### src/rtl/tetris_game_sequencer.sv
// Game-level sequencer: state bus, LFSR piece pick, gravity timer,
// full-row counting on lock, saturating lines total and game over.
module tetris_game_sequencer #(
  parameter int          DROP_DIV  = 4,
  parameter logic [7:0]  LFSR_SEED = 8'hA5
) (
  input  logic        clka,
  input  logic        restart,
  input  logic        start,
  input  logic [31:0] board,
  input  logic        landed,
  input  logic        clear_error,
  output logic [2:0]  state,
  output logic [1:0]  curr_piece,
  output logic        spawn,
  output logic        drop,
  output logic [7:0]  lines,
  output logic        game_over
);

  typedef enum logic [2:0] {
    S_GEN    = 3'b000,
    S_MOVING = 3'b001,
    S_LOCK   = 3'b010,
    S_CLEAR  = 3'b011,
    S_OVER   = 3'b100,
    S_IDLE   = 3'b101
  } state_t;

  localparam int CW = (DROP_DIV > 1) ? $clog2(DROP_DIV) : 1;
  localparam logic [CW-1:0] CNT_TOP = CW'(DROP_DIV - 1);

  state_t        r_state;
  logic [7:0]    r_lfsr;
  logic [CW-1:0] r_cnt;
  logic [3:0]    r_full;
  logic [1:0]    r_piece;
  logic          r_spawn;
  logic          r_drop;
  logic [7:0]    r_lines;
  logic          r_over;

  logic [3:0]    w_full;
  logic [8:0]    w_sum;
  logic          w_top_clear;
  logic          w_fb;

  assign w_top_clear = (board[31:28] == 4'h0);
  assign w_fb = r_lfsr[7] ^ r_lfsr[5] ^ r_lfsr[4] ^ r_lfsr[3];
  assign w_sum = {1'b0, r_lines} + {5'b0, r_full};

  // count rows of the committed board that are completely filled
  always_comb begin
    w_full = 4'd0;
    for (int r = 0; r < 8; r++) begin
      if (board[4*r +: 4] == 4'hF) w_full = w_full + 4'd1;
    end
  end

  // main game FSM; every output is a register updated here
  always_ff @(posedge clka) begin
    if (restart) begin
      r_state <= S_IDLE;
      r_lfsr  <= LFSR_SEED;
      r_cnt   <= '0;
      r_full  <= 4'd0;
      r_piece <= 2'd0;
      r_spawn <= 1'b0;
      r_drop  <= 1'b0;
      r_lines <= 8'd0;
      r_over  <= 1'b0;
    end else begin
      r_drop  <= 1'b0;
      r_spawn <= 1'b0;
      case (r_state)
        S_IDLE, S_OVER: begin
          if (start) begin
            r_state <= S_GEN;
            r_lines <= 8'd0;
            r_over  <= 1'b0;
            r_spawn <= w_top_clear;
          end
        end
        S_GEN: begin
          if (!w_top_clear) begin
            r_state <= S_OVER;
            r_over  <= 1'b1;
          end else begin
            r_piece <= r_lfsr[1:0];
            r_lfsr  <= {r_lfsr[6:0], w_fb};
            r_cnt   <= '0;
            r_state <= S_MOVING;
          end
        end
        S_MOVING: begin
          if (landed) begin
            r_state <= S_LOCK;
          end else if (r_cnt == CNT_TOP) begin
            r_cnt  <= '0;
            r_drop <= 1'b1;
          end else begin
            r_cnt <= r_cnt + 1'b1;
          end
        end
        S_LOCK: begin
          r_full  <= w_full;
          r_state <= S_CLEAR;
        end
        S_CLEAR: begin
          if (clear_error) begin
            r_state <= S_OVER;
            r_over  <= 1'b1;
          end else begin
            r_lines <= w_sum[8] ? 8'hFF : w_sum[7:0];
            r_state <= S_GEN;
            r_spawn <= w_top_clear;
          end
        end
        default: begin
          r_state <= S_IDLE;
        end
      endcase
    end
  end

  assign state      = r_state;
  assign curr_piece = r_piece;
  assign spawn      = r_spawn;
  assign drop       = r_drop;
  assign lines      = r_lines;
  assign game_over  = r_over;

endmodule

### config.mk
export PLATFORM = sky130hd
export DESIGN_NAME = tetris_game_sequencer
export DESIGN_NICKNAME = d
export VERILOG_FILES = /design/src/rtl/tetris_game_sequencer.sv
export SDC_FILE = /design/constraint.sdc
export NUM_CORES = 1
export LEC_CHECK = 0
export CELL_PAD_IN_SITES_DETAIL_PLACEMENT = 1
export CELL_PAD_IN_SITES_GLOBAL_PLACEMENT = 1
export CORE_UTILIZATION = 36
export CTS_CLUSTER_DIAMETER = 30
export CTS_CLUSTER_SIZE = 24
export DETAILED_ROUTE_END_ITERATION = 10
export GPL_ROUTABILITY_DRIVEN = 0
export PLACE_DENSITY_LB_ADDON = 0.12
export SETUP_SLACK_MARGIN = 0.5
export SLEW_MARGIN = 0
export SYNTH_ARGS = -nofsm -noshare
export SYNTH_HDL_FRONTEND = slang
export SYNTH_SLANG_ARGS = --single-unit
### constraint.sdc
create_clock -name clka -period 6.1 [get_ports clka]
set_clock_uncertainty 0.1 [all_clocks]
set_input_delay 0.915 -clock clka [delete_from_list [all_inputs] [get_ports clka]]
set_output_delay 0.915 -clock clka [all_outputs]
set_load 0.02 [all_outputs]
==> flow_metrics.env <==
export IMPL_finalSetupTns_ps=0
export IMPL_antenna_cells=0
export IMPL_layout_cells_non_filler=368
export IMPL_grt_max_degree=30
export IMPL_finish_utilization_pct=50.8
export IMPL_tightest_slew_ps=1120
export IMPL_rsz0062_at_grt="no"
export IMPL_clk_latency_ps=270
export IMPL_htree_levels=2
export IMPL_cpMostUsedCell="ha_1"
export IMPL_routed_via_density=5.26
export IMPL_reg2reg_setup_slack_ps=3690
export IMPL_timing_final_ws_setup_ps=1040
export IMPL_detail_route_first_pass_iterations=3
export IMPL_synthMuxAreaShare_pct=1.54
export IMPL_initial_core_util_pct=38.5
export IMPL_power_internal_mw=0.314
export IMPL_fp_dieH_um=77.1
export IMPL_seq_power_share_pct=46.8
export IMPL_hold_viol_final=0
export IMPL_vdd_ir_drop_max_mv=0.0708
export IMPL_cpMaxStageDelayCell="clkdlybuf4s50_1"
export IMPL_clock_sinks=29
export IMPL_ys_warn_count=0
export IMPL_first_iter_violations=68
export IMPL_cp_arrival_ps=5080
export IMPL_area_delta_synth_final_pct=31.9
export IMPL_crit_type="input port to flop"
export IMPL_synth_top_family_by_area="simple AND/OR/NAND/NOR gates"
export IMPL_p_per_area_nw_per_um2=159
export IMPL_postSynthRegisterBits=29
export IMPL_hold_buffers=0
export IMPL_status="finished clean"
export IMPL_overflow=0
export IMPL_ys_seq_area_share_pct=28.6
export IMPL_dp_cells=362
export IMPL_drv_cap=0
export IMPL_slew_violations=0
export IMPL_max_stage_delay_ps=470
export IMPL_io_pins=53
export IMPL_critPathMaxFanout=8
export IMPL_detail_route_antenna_nets=0
export IMPL_synthXorXnorAreaFrac_pct=10.9
export IMPL_cts_buffers=5
export IMPL_critical_path_required_ps=6120
export IMPL_total_power_mw=0.425
export IMPL_whs_ps=357
export IMPL_ys_flop_type="dfxtp_1"
export IMPL_grt_util_all_layers_pct=17.8
export IMPL_postCtsResizedCells=0
export IMPL_stdcell_area_um2=2680
export IMPL_drcViolationCount=0
export IMPL_coreArea_um2=5270
export IMPL_synth_simple_gate_area_share_pct=28.3
export IMPL_endpoint_kind="flop"
export IMPL_grt_pass1_vias=1897
export IMPL_rows=26
export IMPL_final_fill_count=673
export IMPL_p_leak_nw=0.990
export IMPL_path_clk_slew_ps=60
export IMPL_syn_mean_instance_area_um2=8.18
export IMPL_synthAdderAreaFrac_pct=7.77
export IMPL_p_sw_mw=0.110
export IMPL_synth_fp_nets=297
export IMPL_yosysUniqueCellTypes=50
export IMPL_port_buffers=52
export IMPL_post_route_cells_drive_above_1_share_pct=7.72
export IMPL_final_nets=348
export IMPL_post_place_ws_ps=749
export IMPL_synthCells=248
export IMPL_die_area_um2=5940
export IMPL_hpwl_um=3790
export IMPL_critPathLaunchType="input port"
export IMPL_setup_viol=0
export IMPL_grt_pass1_wl_um=8650
export IMPL_max_slew_margin_pct=24.5
export IMPL_vias=1937
export IMPL_die_w_um=77.1
export IMPL_wl_um=4850
export IMPL_root_buffer="clkbuf_8"
export IMPL_synth_compound_area_share_pct=17.9
export IMPL_clk_path_buf_depth=2
export IMPL_synth_edf_count=0
export IMPL_postCtsSetupBuffers=0
export IMPL_clkPwrFrac_pct=33.4
export IMPL_syn_area_um2=2030
export IMPL_max_clock_freq_mhz=198
export IMPL_cts_tree="done"
export IMPL_finalCritPeriodShare_pct=82.9
export IMPL_fin_crit_ps=5060
export IMPL_swShare_pct=26.0
export IMPL_cp_cell_sequence="clkdlybuf4s50_1, nand4_2, inv_1, ha_1, xnor2_1, inv_1, ha_1, xnor3_4, o22ai_1, or3_4, a221oi_4, ha_1, nand2_1, xor2_1, xnor2_4, nor3b_2, xor2_1, a211oi_2"
export IMPL_antenna_found_initial=0
export IMPL_wl_per_cell_um=13.2
export IMPL_min_path_type="flop to flop"
export IMPL_placed_area_um2=2600
export IMPL_power_frac_comb_pct=19.9
export IMPL_synthArstFlopShare_pct=0
-- cells by family after synthesis --
| logic type | after synthesis |
|---|---|
| AO/OA/AOI/OAI | 52 |
| XOR/XNOR | 21 |
| adder cells (fa/ha/maj) | 12 |
| buffers and inverters | 24 |
| flip-flops | 29 |
| multiplexers | 3 |
| AND/OR/NAND/NOR | 107 |
-- state kept, by name, summed over array words and instances, names as in the netlist --
| name | flops |
|---|---|
| r_cnt | 2 |
| r_full | 4 |
| lines | 8 |
| spawn | 1 |
| state | 3 |
| r_lfsr | 8 |
| drop | 1 |
| curr_piece | 1 |
| game_over | 1 |
-- critical path, delay by kind of cell --
family / cells / cell delay [ps]
compound gates: 3 / 470
simple gates: 4 / 860
xor+xnor: 5 / 1260
buf+inv: 3 / 720
fa+ha+maj: 3 / 850
-- cells in the mapped netlist (2+ instances only) --
master | instances | share of area, %
nand4_1 | 5 | 1.5
xor2_1 | 4 | 1.7
or4_1 | 2 | 0.74
nor3_1 | 10 | 2.5
nand3b_1 | 2 | 0.74
ha_1 | 11 | 6.8
nor2b_1 | 3 | 0.92
a31oi_1 | 6 | 1.8
nand2_1 | 37 | 6.8
nor3b_1 | 2 | 0.74
a211oi_1 | 4 | 1.5
and2_1 | 3 | 0.92
and4_1 | 3 | 1.3
mux2i_1 | 2 | 0.99
inv_1 | 14 | 2.6
a21oi_1 | 19 | 4.7
or3_1 | 4 | 1.2
dfxtp_1 | 29 | 29
clkbuf_1 | 7 | 1.3
xnor2_1 | 15 | 6.5
or3_4 | 2 | 1.1
nor2_1 | 17 | 3.1
o21ai_0 | 9 | 2.2
nand4_2 | 3 | 1.8
nand3_1 | 5 | 1.2
nand2b_1 | 4 | 1.2
a21o_1 | 2 | 0.74
o22ai_1 | 2 | 0.62
-- layer usage --
layer  part of all wire [%]  track usage [%]  wire, µm  vias to the layer above
met1                     45             21.0      2160                      922
met2                     52             32.2      2500                       31
met5                      0                0         0                        -
li1                       -                -         -                      979
met3                    3.1             3.45       148                        5
met4                   0.87             5.09        42                        0
-- cell type report --
class | count | area, µm² | area share (%)
timing repair buffer | 54 | 536 | 20.0
multi-input combinational | 195 | 1350 | 50.3
inverter | 14 | 52.6 | 1.96
clock inverter | 1 | 5.00 | 0.187
clock buffer | 5 | 68.8 | 2.57
tap | 70 | 87.6 | 3.27
sequential | 29 | 581 | 21.7
-- power by group through the flow --
stage                     clock network [mW]  logic, mW  registers, mW
after global routing                   0.156     0.0933          0.199
after floorplan                            0     0.0469          0.201
after CTS                              0.148     0.0852          0.199
after global placement                     0     0.0828          0.202
after detailed placement                   0     0.0850          0.203
final                                  0.142     0.0844          0.199
-- cells in the final DEF, fill, tap and decap left out, types with 3 or more instances in the layout --
master	netlist	routed
nor2_1	17	17
clkdlybuf4s50_1	0	52
a31oi_1	6	6
a21oi_1	19	19
nand4_1	5	5
or3_1	4	4
ha_1	11	11
nand2b_1	4	4
clkbuf_8	0	5
and4_1	3	3
nor2b_1	3	3
xor2_1	4	4
dfxtp_1	29	29
xnor2_1	15	15
nand2_1	37	37
o21ai_0	9	9
nand3_1	5	5
a211oi_1	4	4
inv_1	14	14
and2_1	3	3
nand4_2	3	3
nor3_1	10	10
-- final timing paths --
kind                           from                endpoint  cells after the start
max reg2reg   lines[0]$_SDFFE_PP0P_   lines[2]$_SDFFE_PP0P_                     10
max                        board[6]  r_full[3]$_SDFFE_PP0P_                     18
min          r_lfsr[2]$_SDFFE_PP1P_  r_lfsr[3]$_SDFFE_PP0P_                      2
min reg2reg  r_lfsr[2]$_SDFFE_PP1P_  r_lfsr[3]$_SDFFE_PP0P_                      2
(Power assumes the default switching activity.)
